[src/rtl/quadrature_decoder_pkg.sv]
// Shared definitions for the quadrature decoder: FSM encoding, Gray phase
// constants and transition classification helpers.
package qdec_pkg;

    localparam logic [0:0] ST_INIT = 1'b0;
    localparam logic [0:0] ST_RUN  = 1'b1;

    typedef logic [1:0] phase_t;

    localparam phase_t QP_00 = 2'b00;
    localparam phase_t QP_01 = 2'b01;
    localparam phase_t QP_11 = 2'b11;
    localparam phase_t QP_10 = 2'b10;

    typedef enum logic [1:0] {
        TR_NONE = 2'd0,
        TR_FWD  = 2'd1,
        TR_REV  = 2'd2,
        TR_ERR  = 2'd3
    } trans_t;

    // Forward Gray order is 00 -> 01 -> 11 -> 10 -> 00.
    function automatic phase_t fwd_next(input phase_t phase);
        phase_t nxt;
        case (phase)
            QP_00:   nxt = QP_01;
            QP_01:   nxt = QP_11;
            QP_11:   nxt = QP_10;
            default: nxt = QP_00;
        endcase
        return nxt;
    endfunction

    function automatic trans_t classify(input phase_t prev, input phase_t cur);
        trans_t tr;
        if (cur == prev)
            tr = TR_NONE;
        else if (cur == fwd_next(prev))
            tr = TR_FWD;
        else if (prev == fwd_next(cur))
            tr = TR_REV;
        else
            tr = TR_ERR;
        return tr;
    endfunction

endpackage

[src/rtl/quadrature_decoder_if.sv]
// Encoder-side signal bundle: raw A/B pads in, step/dir/err status out.
interface quadrature_decoder_if #(
    parameter int ERR_CNT_W = 8
);
    logic                 a_in;
    logic                 b_in;
    logic                 step;
    logic                 dir;
    logic                 err;
    logic [ERR_CNT_W-1:0] err_count;
    logic                 locked;

    modport master (
        output a_in, b_in,
        input  step, dir, err, err_count, locked
    );

    modport slave (
        input  a_in, b_in,
        output step, dir, err, err_count, locked
    );
endinterface

[src/rtl/quadrature_decoder_sync_filter.sv]
// Per-channel 2-flop synchroniser followed by a stability filter that only
// passes a new level after FILTER_LEN consecutive cycles at the synchroniser.
module qdec_sync_filter #(
    parameter int FILTER_LEN = 4
) (
    input  logic clk,
    input  logic reset,
    input  logic raw,
    output logic filt,
    output logic stable
);
    localparam int             CNT_W    = $clog2(FILTER_LEN + 1);
    localparam logic [CNT_W-1:0] CNT_LAST = CNT_W'(FILTER_LEN - 1);

    logic             s1_p0;
    logic             s2_p1;
    logic             filt_p2;
    logic [CNT_W-1:0] cnt_p2;

    always_ff @(posedge clk or posedge reset) begin
        if (reset) begin
            s1_p0   <= 1'b0;
            s2_p1   <= 1'b0;
            filt_p2 <= 1'b0;
            cnt_p2  <= '0;
        end else begin
            // stage p0/p1: metastability guard
            s1_p0 <= raw;
            s2_p1 <= s1_p0;
            // stage p2: filter
            if (s2_p1 == filt_p2) begin
                cnt_p2 <= '0;
            end else if (cnt_p2 == CNT_LAST) begin
                filt_p2 <= s2_p1;
                cnt_p2  <= '0;
            end else begin
                cnt_p2 <= cnt_p2 + 1'b1;
            end
        end
    end

    assign filt   = filt_p2;
    assign stable = (s2_p1 == filt_p2) && (cnt_p2 == '0);

endmodule

[src/rtl/quadrature_decoder.sv]
// Quadrature decoder top: filtered A/B channels feed a lock FSM and a Gray
// transition decoder producing step/dir pulses and a saturating error count.
module quadrature_decoder
    import qdec_pkg::*;
#(
    parameter int FILTER_LEN = 4,
    parameter int ERR_CNT_W  = 8
) (
    input logic                 clk,
    input logic                 reset,
    quadrature_decoder_if.slave bus
);
    localparam int               LOCK_W    = $clog2(FILTER_LEN + 1);
    localparam logic [LOCK_W-1:0] LOCK_LAST = LOCK_W'(FILTER_LEN - 1);

    logic filt_a, filt_b;
    logic stable_a, stable_b;

    qdec_sync_filter #(.FILTER_LEN(FILTER_LEN)) u_filt_a (
        .clk    (clk),
        .reset  (reset),
        .raw    (bus.a_in),
        .filt   (filt_a),
        .stable (stable_a)
    );

    qdec_sync_filter #(.FILTER_LEN(FILTER_LEN)) u_filt_b (
        .clk    (clk),
        .reset  (reset),
        .raw    (bus.b_in),
        .filt   (filt_b),
        .stable (stable_b)
    );

    function automatic logic [ERR_CNT_W-1:0] sat_inc(input logic [ERR_CNT_W-1:0] v);
        return (&v) ? v : v + 1'b1;
    endfunction

    logic [0:0]           state_p3;
    logic [LOCK_W-1:0]    lock_cnt_p3;
    phase_t               prev_p3;
    logic                 step_p3;
    logic                 dir_p3;
    logic                 err_p3;
    logic [ERR_CNT_W-1:0] err_count_p3;
    logic                 locked_p3;

    phase_t cur;
    trans_t trans;

    assign cur   = {filt_a, filt_b};
    assign trans = classify(prev_p3, cur);

    // stage p3: lock FSM, transition decode and output registers
    always_ff @(posedge clk or posedge reset) begin
        if (reset) begin
            state_p3     <= ST_INIT;
            lock_cnt_p3  <= '0;
            prev_p3      <= QP_00;
            step_p3      <= 1'b0;
            dir_p3       <= 1'b0;
            err_p3       <= 1'b0;
            err_count_p3 <= '0;
            locked_p3    <= 1'b0;
        end else begin
            step_p3 <= 1'b0;
            err_p3  <= 1'b0;
            if (state_p3 == ST_INIT) begin
                // Both channels must sit quietly for a full filter window before
                // the starting phase is trusted.
                if (stable_a && stable_b) begin
                    if (lock_cnt_p3 == LOCK_LAST) begin
                        prev_p3     <= cur;
                        locked_p3   <= 1'b1;
                        state_p3    <= ST_RUN;
                        lock_cnt_p3 <= '0;
                    end else begin
                        lock_cnt_p3 <= lock_cnt_p3 + 1'b1;
                    end
                end else begin
                    lock_cnt_p3 <= '0;
                end
            end else begin
                prev_p3 <= cur;
                case (trans)
                    TR_FWD: begin
                        step_p3 <= 1'b1;
                        dir_p3  <= 1'b1;
                    end
                    TR_REV: begin
                        step_p3 <= 1'b1;
                        dir_p3  <= 1'b0;
                    end
                    TR_ERR: begin
                        err_p3       <= 1'b1;
                        err_count_p3 <= sat_inc(err_count_p3);
                    end
                    default: ;
                endcase
            end
        end
    end

    assign bus.step      = step_p3;
    assign bus.dir       = dir_p3;
    assign bus.err       = err_p3;
    assign bus.err_count = err_count_p3;
    assign bus.locked    = locked_p3;

endmodule
[src/flat_wrapper.sv]
// flat-port wrapper written by rule: the top's interface ports become plain ports
module quadrature_decoder_flat import qdec_pkg::*;
#(
    parameter int FILTER_LEN = 4,
    parameter int ERR_CNT_W  = 8
)
  (clk, reset, bus_a_in, bus_b_in, bus_step, bus_dir, bus_err, bus_err_count, bus_locked);
  quadrature_decoder_if #(.ERR_CNT_W(ERR_CNT_W)) bus_i ();
  input logic clk;
  input logic reset;
  input wire logic [$bits(bus_i.a_in)-1:0] bus_a_in;
  input wire logic [$bits(bus_i.b_in)-1:0] bus_b_in;
  output wire logic [$bits(bus_i.step)-1:0] bus_step;
  output wire logic [$bits(bus_i.dir)-1:0] bus_dir;
  output wire logic [$bits(bus_i.err)-1:0] bus_err;
  output wire logic [$bits(bus_i.err_count)-1:0] bus_err_count;
  output wire logic [$bits(bus_i.locked)-1:0] bus_locked;
  assign bus_i.a_in = bus_a_in;
  assign bus_i.b_in = bus_b_in;
  assign bus_step = bus_i.step;
  assign bus_dir = bus_i.dir;
  assign bus_err = bus_i.err;
  assign bus_err_count = bus_i.err_count;
  assign bus_locked = bus_i.locked;
  quadrature_decoder #(.FILTER_LEN(FILTER_LEN), .ERR_CNT_W(ERR_CNT_W)) u_core (.clk(clk), .reset(reset), .bus(bus_i));
endmodule
[config.mk]
export PLATFORM = sky130hd
export DESIGN_NAME = quadrature_decoder_flat
export DESIGN_NICKNAME = d
export VERILOG_FILES = /design/src/rtl/quadrature_decoder_pkg.sv /design/src/rtl/quadrature_decoder_if.sv /design/src/rtl/quadrature_decoder_sync_filter.sv /design/src/rtl/quadrature_decoder.sv /design/src/flat_wrapper.sv
export SDC_FILE = /design/constraint.sdc
export NUM_CORES = 1
export LEC_CHECK = 0
export CAP_MARGIN = 20
export CORE_MARGIN = 1
export CORE_UTILIZATION = 45
export CTS_CLUSTER_SIZE = 25
export DETAILED_ROUTE_END_ITERATION = 8
export PLACE_DENSITY = 0.69
export SLEW_MARGIN = 0
export SYNTH_ARGS = -nofsm -noshare
export SYNTH_HDL_FRONTEND = slang
export SYNTH_SLANG_ARGS = --single-unit
[constraint.sdc]
create_clock -name clk -period 1.8 [get_ports clk]
set_input_delay 0.45 -clock clk [delete_from_list [all_inputs] [get_ports clk]]
set_output_delay 0.45 -clock clk [all_outputs]
set_load 0.01 [all_outputs]
Yosys cells after proc, flatten, opt, wreduce, memory -nomap -nowiden
Index checks and enable logic that the tools add are counted.
- register bits after elaboration: 30
- input port bits: 4
- output and inout bits: 12
- word-level logic and storage cells: 82
- add/subtract/negate cells: 4
- equality and inequality tests: 15
- multiplexer cells: 25
- bitwise gates (word level): 4
- reduce and logical (&&, ||, !) cells: 18
- operator list (operator ; number):
    two-way mux 3 bit ; 6
    two-way mux 2 bit ; 8
    one-hot mux 2 bit (3 select lines) ; 2
    adder 3 x 1 -> 3 bit (second input constant) ; 3
    == test 3 x 2 -> 1 bit (second input constant) ; 3
    adder 8 x 1 -> 8 bit (second input constant) ; 1
    == test 2 bit (second input constant) ; 4
    two-way mux 1 bit ; 8
    AND reduction 2 bit ; 4
    AND reduction 8 bit ; 1
    == test 2 x 1 -> 1 bit (second input constant) ; 3
    == test 2 bit ; 3
    zero test 3 bit ; 2
    AND reduction 3 bit ; 2
    nonzero test 2 bit ; 3
    zero test 2 bit ; 2
    inverter 1 bit ; 4
    logical AND 1 bit ; 3
    == test 1 bit ; 2
    one-hot mux 1 bit (2 select lines) ; 1
    OR reduction 2 bit ; 1

Longest topological paths before layout
Gate-level depths: netlist of the first run.
- depth in word-level cells: 14
- gate-level depth with buffers: 10
- mapped depth without buffers: 9

Cells and area by module
A second synthesis of the first run with hierarchy kept.
- cells, all modules: 118
- area total of the unflattened synthesis: 1397.6 um^2
- by module, submodules not included (module ; times used ; cells an instance ; area each (um^2) ; seq. area each (um^2)):
    quadrature_decoder ; 1 ; 82 ; 899.6 ; 450.4
    qdec_sync_filter ; 2 ; 18 ; 249.0 ; 150.1

Least setup slack after synthesis of the first run
No wires, ideal clock.
- path type: register to register
- from: register u_core.u_filt_a.filt_p2 (netlist: u_core.u_filt_a.filt)
- to: register u_core.err_count_p3[6] (netlist: u_core.bus.err_count[6])
- library setup time: 0.128 ns
- arrival time: 1.630 ns
- data required time: 1.672 ns
- setup slack: 0.042 ns
- cell stages (with the launch flop): 10
- path buffers: 1
- period minus slack after synthesis: 1.758 ns
- path through: dfrtp_1 -> buf_6 -> nand2_1 -> o21ai_0 -> o21ai_0 -> ha_1 -> nand2_1 -> nor2_1 -> nand3_1 -> mux2_1
- word-level cells in the longest chain between the ends: 10
- elaborated cells on any way between the ends: 14
- classes of those cells: eq/ne (6); mux (6); reduce/logical (2)
- ends and longest elaborated chain (element ; RTL line ; text):
    start, declared ; quadrature_decoder_sync_filter.sv:17 ; logic filt_p2;
    start signal, assigned ; quadrature_decoder_sync_filter.sv:34 ; filt_p2 <= s2_p1;
    == test 2 bit (tied with other cells) ; quadrature_decoder_pkg.sv:25 ; case (phase)
    one-hot mux 2 bit (3 select lines) ; quadrature_decoder_pkg.sv:25 ;
    two-way mux 2 bit ; quadrature_decoder_pkg.sv:38 ; else if (cur == fwd_next(prev))
    two-way mux 2 bit ; quadrature_decoder_pkg.sv:36 ; if (cur == prev)
    == test 2 bit ; quadrature_decoder_pkg.sv:40 ; else if (prev == fwd_next(cur))
    two-way mux 1 bit ; quadrature_decoder_pkg.sv:40 ;
    two-way mux 2 bit ; quadrature_decoder_pkg.sv:38 ;
    two-way mux 2 bit * ; quadrature_decoder_pkg.sv:36 ;
    == test 2 bit * ; quadrature_decoder.sv:85 ; case (trans)
    AND reduction 3 bit (no source line) * ; n/a ;
    end signal, assigned ; quadrature_decoder.sv:96 ; err_count_p3 <= sat_inc(err_count_p3);
    end, declared ; quadrature_decoder.sv:45 ; logic [ERR_CNT_W-1:0] err_count_p3;
Mark *: on every way between the ends. The rest lies on a longest branch, timed or not. The select of a mux whose other input is x is not followed.
A chain may end at the register's enable or synchronous reset.

Final worst setup path of the first run
- from: register u_core.err_count_p3[6] (netlist: u_core.bus.err_count[6])
- to: output port bus_err_count[6]
- RTL lines (element ; RTL line ; text):
    end, declared ; flat_wrapper.sv:16 ; output wire logic [$bits(bus_i.err_count)-1:0] bus_err_count;
No word-level cell between the ends.

==> reports/qor.txt, run 1 <==
WL met3: 105 µm
Slew @ Worst Pin: 0.3794 ns
detailed-route vias per instance: 5.015
H-tree levels: 2
commonest non-fill, non-tap cell in the layout: dfrtp_1
Synth Instances: 122
initial core utilization: 0.4715
initial drt markers: 27
Worst Path Max Fanout: 5
hold depth: 0
Worst Skew: 0.01125 ns
clock-pin slew on the worst setup and hold paths: 0.10 ns
Multi-input gate area: 656.9 µm²
Nets: 169
TritonCTS buffer count: 5
Total GRT Usage: 0.1723
antenna cell count: 0
area share of the largest cell type after synthesis: 0.5259
count of cell types in the netlist: 38
TritonCTS clock tree: yes
Worst path max stage delay: 0.56 ns
Core Region: 3028 µm²
Final Hold Vio Count: 0
CP Capture Type: output port
DR DRC count: 0
placed inst area: 1655 µm²
Top delay family on crit path: buffers and inverters
root buffer cell: clkbuf_4
drt pass-1 iters: 5
synthesized area: 1428 µm²
Synth Area per Inst: 11.70 µm²
Final period util: 0.9807
most frequent cells in the layout: 26 x dfrtp_1, 16 x buf_4, 15 x clkdlybuf4s50_1
Die Y: 58.33 µm
R2R depth: 9
critical path arrival: 1.32 ns
Slew HR: 0.7471
Final setup viols: 0
Fmax: 0.5665 GHz
peak supply drop: 0.0004937 V
Die Wd: 58.33 µm
Critical Path, Cell by Cell: clkdlybuf4s50_1
design area: 1854 µm²
Yosys top cell by area: dfrtp_1
dpl hpwl: 1707 µm
max_cap viols: 0
DIE AREA: 3402 µm²
Overflow after GRT: 0
post-route minimum period: 1.765 ns
Fillers: 251
ANT nets after route: 0
crit path kind: reg2out
worst path bufs/invs: 1
Post-CTS Hold Fix Bufs: 0
CTS Sinks: 30
FP Rows: 20
Synth Net Count: 134
vias in the first global route: 992
Worst EP required: 1.35 ns
Clock Tree Buf Depth: 2
startpoint types: flop
highest metal used: met4
DR WL met2: 1315 µm
Clock Latency Late Sink: 0.34 ns
DRT met1 WL: 1106 µm
Worst Hold Class: reg2reg
layout cells sized above 1: 0.3101
#FFs+latches synth: 30
initial antenna violation count: 0
I/O pin count: 16
Reg area: 755.7 µm²
Leak: 0.8860 nW
Routed WL: 2584 µm
register area share after synthesis: 0.5259
first-pass GRT wire length: 4298 µm
Slew Limit Fails: 0
largest net degree at the start of global routing: 31
routed via count: 1013
post-layout util: 0.6124
status: finished clean
synth warn: 0
Worst path depth: 1
Layout area overhead: 29.89%
Hold WS: 0.3546 ns
Worst path slowest cell: clkdlybuf4s50_1
routability cong.: 0.8304
Synth area leaders: dfrtp_1 53%, ha_1 7.0%, nand2_1 2.9%
pwr dens: 1029 nW/µm²
Avg WL per Cell: 12.79 µm
IO Port Bufs: 15
[cells by family (layout without fill, tap and decap cells)]
kind of cell,count (synthesis),count (layout),synth area share
muxes,8,8,0.06397
buffers and inverters,13,49,0.04732
DFF,30,30,0.5259
AOI/OAI and AO/OA,18,18,0.08502
and+or+nand+nor,41,41,0.1648
adders and majority gates,8,8,0.07012
xor gates and xnor gates,4,4,0.04295
[timing repair]
action	CTS	global route
resized for setup	5	15
setup endpoints to repair	6	11
setup buffers	1	8
pin swaps	0	7
endpoints found under the hold margin	0	0
[Yosys cell counts]
library cell   n
nand3b_1       1
mux2_4         1
a21boi_1       1
buf_4          1
xnor2_1        2
and3b_4        1
or2_2          1
nand2_1       11
o21a_1         2
mux2i_1        2
nor2b_1        2
nor3b_1        4
xnor2_4        1
a21oi_1        5
inv_1          9
nor3_1         3
a22o_1         2
mux2_2         3
xnor2_2        1
o21bai_1       1
mux2_1         2
nand2b_1       3
a21oi_4        1
nor2_1         2
ha_1           8
and4_1         1
o211ai_1       1
and2b_1        1
nand4_1        1
o21ai_0        3
clkinv_1       1
and3_1         1
buf_6          2
nand4bb_1      1
o21ai_1        2
and2b_2        1
dfrtp_1       30
nand3_1        7
[routing by layer]
metal / global-route usage / up-vias
li1: - / 486
met3: 0.05275 / 7
met4: 0.09184 / 0
met1: 0.2084 / 498
met2: 0.2775 / 22
met5: 0 / -
[final timing paths]
check,start,end,slack [ns]
setup / recovery,u_core.bus.err_count[6],bus_err_count[6],0.03
hold / removal,u_core.u_filt_b.s1_p0,u_core.u_filt_b.s2_p1,0.35
setup reg to reg,u_core.u_filt_a.filt,u_core.bus.err_count[7],0.09
hold reg to reg,u_core.u_filt_b.s1_p0,u_core.u_filt_b.s2_p1,0.35
max in group asynchronous,reset,u_core.bus.err_count[5],1.03
min in group asynchronous,reset,u_core.u_filt_a.cnt_p2[0],0.47
[cell type report]
class,instances,share of cell area
Sequential cell,30,0.4076
Multi-Input combinational cell,79,0.3543
Timing Repair Buffer,31,0.1457
Clock buffer,8,0.04251
Tap cell,44,0.02969
Inverter,10,0.02024
[power by group]
| part | internal, mW | total, mW | switching, mW |
|---|---|---|---|
| clock | 0.267 | 0.506 | 0.239 |
| sequential | 0.760 | 0.853 | 0.0934 |
| combinational | 0.304 | 0.549 | 0.246 |
[stage by stage]
step	setup TNS (ns)	power, mW	cells	setup slack, ns
6_report	0	1.908	202	0.03466
5_1_grt	-0.009829	2.040	202	-0.009257
4_1_cts	0	1.885	194	0.008393
3_5_place_dp	-0.2020	1.371	185	-0.1029
3_3_place_gp	0	1.341	185	0.01007
2_1_floorplan	0	1.249	122	0.04221
[state kept, by name (all words and copies together), names as in the netlist]
name                    flops
u_core.u_filt_a.s1_p0       1
u_core.bus.locked           1
u_core.bus.err_count        8
u_core.u_filt_a.s2_p1       1
u_core.u_filt_b.s2_p1       1
u_core.u_filt_b.s1_p0       1
u_core.u_filt_b.cnt_p2      3
u_core.u_filt_a.filt        1
u_core.bus.dir              1
u_core.u_filt_a.cnt_p2      3
u_core.bus.step             1
u_core.bus.err              1
u_core.state_p3             1
u_core.prev_p3              2
u_core.u_filt_b.filt        1
u_core.lock_cnt_p3          3
Power figures use the tool's default switching activity.
==> run 2, diff against run 1 <==
--- a/config.mk
+++ b/config.mk
@@ -11,7 +11,9 @@
 export CTS_CLUSTER_SIZE = 25
 export DETAILED_ROUTE_END_ITERATION = 8
 export PLACE_DENSITY = 0.69
+export REMOVE_ABC_BUFFERS = 1
 export SLEW_MARGIN = 0
 export SYNTH_ARGS = -nofsm -noshare
 export SYNTH_HDL_FRONTEND = slang
 export SYNTH_SLANG_ARGS = --single-unit
+export TNS_END_PERCENT = 5
==> run 2 against run 1 <==
  * Total power is 6.8% lower
  * Via count is 4.7% lower
  * Count of clock-buffer cells in the layout is 2 lower
  * Final area is 4.8% lower
  * Worst setup slack better by 0.012 ns
==> reports/qor.txt, run 2 (synthesized netlist as in run 1, its figures left out) <==
status: finished clean
Reg-to-Reg Start: u_core.u_filt_a.filt
Clock Tree Buf Depth: 2
Worst EP required: 1.35 ns
Fmax: 0.5704 GHz
Slew HR: 0.7450
Nets: 161
peak supply drop: 0.0004389 V
Routed WL: 2559 µm
Worst Skew: 0.007481 ns
RSZ-0062 raised after global routing: yes
Critical Path, Cell by Cell: clkdlybuf4s50_1
Worst Setup Slack, final: 0.04689 ns
drt pass-1 iters: 4
met2 Usage GRT: 0.2923
Hold WS: 0.3559 ns
Overflow after GRT: 0
root buffer cell: clkbuf_4
Final period util: 0.9739
hold depth: 0
Top delay family on crit path: buffers and inverters
busiest layer in global routing: met2
layout cells sized above 1: 0.2297
reg-to-reg slack, setup: 0.05 ns
crit path kind: reg2out
Leak: 0.9466 nW
Final setup viols: 0
met1 Track Usage GR: 0.2122
CTS Sinks: 30
detailed-route vias per instance: 5.026
ANT nets after route: 0
post-CTS setup buffer count: 0
Clock Latency Late Sink: 0.32 ns
Post-CTS Hold Fix Bufs: 0
GRT met3 Usage: 0.07473
Core Region: 3028 µm²
Tot Pwr: 1.779 mW
pwr dens: 1008 nW/µm²
Reg area: 753.2 µm²
Worst Path Max Fanout: 5
Fillers: 263
Layout area overhead: 23.66%
vias in the first global route: 1019
dpl hpwl: 1843 µm
DP Worst Slack: -0.09506 ns
IO Port Bufs: 15
hold endpoint: u_core.u_filt_b.s2_p1
routed via count: 965
initial core utilization: 0.4715
TritonCTS buffer count: 5
routability cong.: 0.7959
Die Wd: 58.33 µm
Worst path slowest cell: clkdlybuf4s50_1
critical path arrival: 1.30 ns
H-tree levels: 2
initial drt markers: 20
Slew @ Worst Pin: 0.3826 ns
Total GRT Usage: 0.1807
Worst path max stage delay: 0.56 ns
worst flop-to-flop path endpoint: u_core.bus.err_count[6]
Avg WL per Cell: 13.33 µm
R2R depth: 8
Die Y: 58.33 µm
CP Capture Type: output port
worst hold start: u_core.u_filt_b.s1_p0
worst path bufs/invs: 1
Final Hold Vio Count: 0
TritonCTS clock tree: yes
initial antenna violation count: 0
Worst Hold Class: reg2reg
FP Rows: 20
first-pass GRT wire length: 4491 µm
largest net degree at the start of global routing: 31
DIE AREA: 3402 µm²
commonest non-fill, non-tap cell in the layout: dfrtp_1
post-route minimum period: 1.753 ns
clock-pin slew on the worst setup and hold paths: 0.09 ns
max_cap viols: 0
antenna cell count: 0
I/O pin count: 16
most frequent cells in the layout: 28 x dfrtp_1, 9 x nand2_1, 9 x inv_1
Multi-input gate area: 644.4 µm²
DR DRC count: 0
startpoint types: flop
max FFs per register: 8
Slew Limit Fails: 0
==> run 2: changes by cell type in the layout (fill, tap and decap cells not counted), sizes merged <==
cell	before	now
dlymetal6s2s	0	6
clkdlybuf4s50	15	8
clkbuf	8	6
dlygate4sd2	0	1
buf	16	8
==> run 2: layout make-up <==
cell class / count / share of cell area
clock buffers: 6 / 0.02906
multi-input cells: 79 / 0.3650
well taps: 44 / 0.03118
inverters: 10 / 0.02126
flip-flops and latches: 30 / 0.4266
repair buffers: 23 / 0.1269
==> run 2: power breakdown <==
| group | internal [mW] | switching [mW] | total, mW |
|---|---|---|---|
| Combinational | 0.288 | 0.244 | 0.533 |
| Clock | 0.176 | 0.219 | 0.394 |
| Sequential | 0.760 | 0.0919 | 0.852 |
| Total | 1.22 | 0.555 | 1.78 |
==> run 2: worst max-delay path by stage <==
stage,start,endpoint,slack [ns],cells past startpoint
2_1_floorplan,u_core.u_filt_a.filt,u_core.bus.err_count[6],-0.02,8
3_3_place_gp,u_core.u_filt_a.filt,u_core.bus.err_count[5],0.04,9
3_5_place_dp,u_core.u_filt_a.filt,u_core.bus.err_count[6],-0.1,8
4_1_cts,u_core.u_filt_a.filt,u_core.bus.err_count[6],0.003,8
5_1_grt,u_core.u_filt_a.filt,u_core.bus.err_count[5],-0.06,9
6_report,u_core.bus.err_count[5],bus_err_count[5],0.05,1
==> run 2: timing repair <==
| item | CTS | global route |
|---|---|---|
| gates resized for setup | 5 | 16 |
| pin swaps | 0 | 6 |
| gates cloned | 0 | 0 |
| setup endpoints to repair | 7 | 14 |
==> run 2: stage by stage <==
step / util / area, µm² / cells / setup TNS (ns)
floorplan: - / 1398 / 119 / -0.03931
detailed placement: 0.5492 / 1663 / 186 / -0.2861
global route: 0.5831 / 1765 / 192 / -0.1972
finish: 0.5831 / 1765 / 192 / 0
global placement: 0.5492 / 1663 / 186 / 0
CTS: 0.5678 / 1719 / 192 / 0
==> run 2: per-layer routing <==
layer / up-vias / part of all wire
li1: 473 / -
met1: 468 / 0.43
met2: 16 / 0.51
met3: 8 / 0.038
met4: 0 / 0.021
met5: - / 0
==> run 3, diff against run 2 <==
--- a/config.mk
+++ b/config.mk
@@ -8,6 +8,7 @@
 export CAP_MARGIN = 20
 export CORE_MARGIN = 1
 export CORE_UTILIZATION = 45
+export CTS_CLUSTER_DIAMETER = 80
 export CTS_CLUSTER_SIZE = 25
 export DETAILED_ROUTE_END_ITERATION = 8
 export PLACE_DENSITY = 0.69
==> constraint.sdc (replaced) <==
create_clock -name clk -period 1.6 [get_ports clk]
set_input_delay 0.4 -clock clk [delete_from_list [all_inputs] [get_ports clk]]
set_output_delay 0.4 -clock clk [all_outputs]
set_load 0.01 [all_outputs]
==> run 3 against run 2 <==
  * Non-clock buffer count increased by 8
  * The run now ends with setup timing left
  * Critical endpoint is now u_core.bus.err_count[6]
  * Highest routed layer unchanged
  * Total power is 21% higher
  * First-iteration DRC count grew 25%
  * Sequential share of layout area decreased by 1.6 points
  * Clock power up 18%
  * Via count grew 2.4%
  * Worst setup slack worse by 0.18 ns
  * Routed wire length is 0.27% lower
  * Utilization increased by 2.3 points
  * Critical path type is now reg2reg
  * Worst hold slack improved by 0.0071 ns
==> reports/qor.txt, run 3 (synthesized netlist as in run 1, its figures left out) <==
status: finished, violations left
failing checks: setup timing
drt pass-1 iters: 4
Leak: 0.9381 nW
Final period util: 1.084
Worst Path Max Fanout: 8
post-route minimum period: 1.734 ns
max FFs per register: 8
placed inst area: 1693 µm²
CTS Sinks: 30
R2R depth: 7
Tot Pwr: 2.153 mW
DR DRC count: 0
most frequent cells in the layout: 28 x dfrtp_1, 15 x buf_4, 12 x dlygate4sd2_1
hold endpoint: u_core.u_filt_a.s2_p1
peak supply drop: 0.0005272 V
clock share of power: 0.217
layout cells sized above 1: 0.3165
detailed-route vias per instance: 4.891
CP Capture Type: flop
Die Wd: 58.33 µm
I/O pin count: 16
Final setup viols: 7
reg-to-reg slack, setup: -0.13 ns
Clock Latency Late Sink: 0.33 ns
Worst path slowest cell: dfrtp_2
Clock Tree Buf Depth: 2
Routed WL: 2552 µm
startpoint types: flop
Final Hold Vio Count: 0
Slew @ Worst Pin: 0.3746 ns
Die Y: 58.33 µm
Fillers: 247
vias in the first global route: 1009
initial drt markers: 25
antenna cell count: 0
Layout area overhead: 28.48%
root buffer cell: clkbuf_4
critical path arrival: 1.96 ns
Avg WL per Cell: 12.63 µm
Critical Path, Cell by Cell: mux2i_1, o21ai_1, ha_2, nand2_4, nor2_4, nand3_2, mux2_4
Seq pwr share: 0.448
initial core utilization: 0.4715
RSZ-0062 raised after global routing: yes
clock-pin slew on the worst setup and hold paths: 0.10 ns
Slew HR: 0.7503
worst hold start: u_core.u_filt_a.s1_p0
Internal: 1.489 mW
H-tree levels: 2
Core Region: 3028 µm²
commonest non-fill, non-tap cell in the layout: dfrtp_1
first-pass GRT wire length: 4485 µm
Total GRT Usage: 0.1807
Reg-to-Reg Start: u_core.u_filt_a.filt
routed via count: 988
crit path kind: reg2reg
largest net degree at the start of global routing: 31
Worst Skew: 0.009890 ns
initial antenna violation count: 0
worst flop-to-flop path endpoint: u_core.bus.err_count[6]
max_cap viols: 0
Post-CTS Hold Fix Bufs: 0
Overflow after GRT: 0
IO Port Bufs: 15
FP Rows: 20
Fmax: 0.5768 GHz
Slew Limit Fails: 0
pwr dens: 1174 nW/µm²
design area: 1834 µm²
Nets: 169
combinational power share: 0.336
Worst EP required: 1.82 ns
fin cells: 202
DIE AREA: 3402 µm²
TritonCTS clock tree: yes
sw frac: 0.3084
sw power: 0.6638 mW
TritonCTS buffer count: 5
dpl hpwl: 1655 µm
hold depth: 0
Worst Setup Slack, final: -0.1338 ns
Cells after DPL: 190
routability cong.: 0.8256
ANT nets after route: 0
Worst path max stage delay: 0.48 ns
Worst Hold Class: reg2reg
run 3: changes by cell type in the layout (fill, tap and decap cells not counted), moves of 5 or more:
cell,change
buf_4,+7
clkdlybuf4s50_1,-5
dlygate4sd2_1,+11
dlymetal6s2s_1,-6
run 3: worst max-delay path, delay by kind of cell (launching register included):
family | cells | cell delay [ns]
flip-flops | 1 | 0.48
multiplexers | 2 | 0.43
AND/OR/NAND/NOR | 3 | 0.30
adder cells (fa/ha/maj) | 1 | 0.23
AO/OA/AOI/OAI | 1 | 0.18
run 3: stage by stage:
| stage | hold WS, ns | TNS (ns) | worst slack (ns) | util |
|---|---|---|---|---|
| 6_report | 0.3630 | -0.5774 | -0.1338 | 0.6058 |
| 5_1_grt | 0.3763 | -1.340 | -0.2263 | 0.6058 |
| 4_1_cts | 0.3698 | -0.5688 | -0.1235 | 0.5872 |
| 3_5_place_dp | 0.3355 | -1.300 | -0.2416 | 0.5591 |
| 3_3_place_gp | 0.3333 | -0.6990 | -0.1545 | 0.5591 |
| 2_1_floorplan | 0.3312 | -0.7856 | -0.2211 | - |
run 3: worst max-delay path by stage:
stage | slack (ns) | depth (start not counted) | from | endpoint
global placement | -0.15 | 8 | u_core.u_filt_a.filt | u_core.bus.err_count[6]
floorplan | -0.22 | 8 | u_core.u_filt_a.filt | u_core.bus.err_count[6]
CTS | -0.12 | 8 | u_core.u_filt_a.filt | u_core.bus.err_count[6]
finish | -0.13 | 7 | u_core.u_filt_a.filt | u_core.bus.err_count[6]
detailed placement | -0.24 | 8 | u_core.u_filt_a.filt | u_core.bus.err_count[6]
global route | -0.23 | 7 | u_core.u_filt_a.filt | u_core.bus.err_count[6]
run 3: repair_timing:
action	in CTS	in global routing
gates resized for setup	20	16
endpoints found under the setup margin	20	9
pin swaps	2	9
buffers inserted	3	1
cloned	0	0
run 3: power by group through the flow:
stage	registers [mW]	clock network [mW]	logic (mW)
final	0.964	0.466	0.723
after global routing	0.979	0.529	0.810
after CTS	0.951	0.490	0.660
after detailed placement	0.963	0	0.631
after global placement	0.950	0	0.611
after floorplan	0.973	0	0.371
run 3: cell type report:
cell class	instances	area (µm²)	area share
Multi-Input combinational cell	79	669.4	0.3649
Clock buffer	7	55.05	0.03001
Inverter	10	37.54	0.02046
Clock inverter	1	5.005	0.002729
Tap cell	44	55.05	0.03001
Sequential cell	30	753.2	0.4106
Timing Repair Buffer	31	259.0	0.1412
run 3: per-layer routing:
layer	global-route usage	routed length, µm	vias to the layer above
li1	-	-	489
met1	0.2340	1160	477
met2	0.2726	1246	16
met3	0.05934	88	6
met4	0.09184	57	0
met5	0	0	-
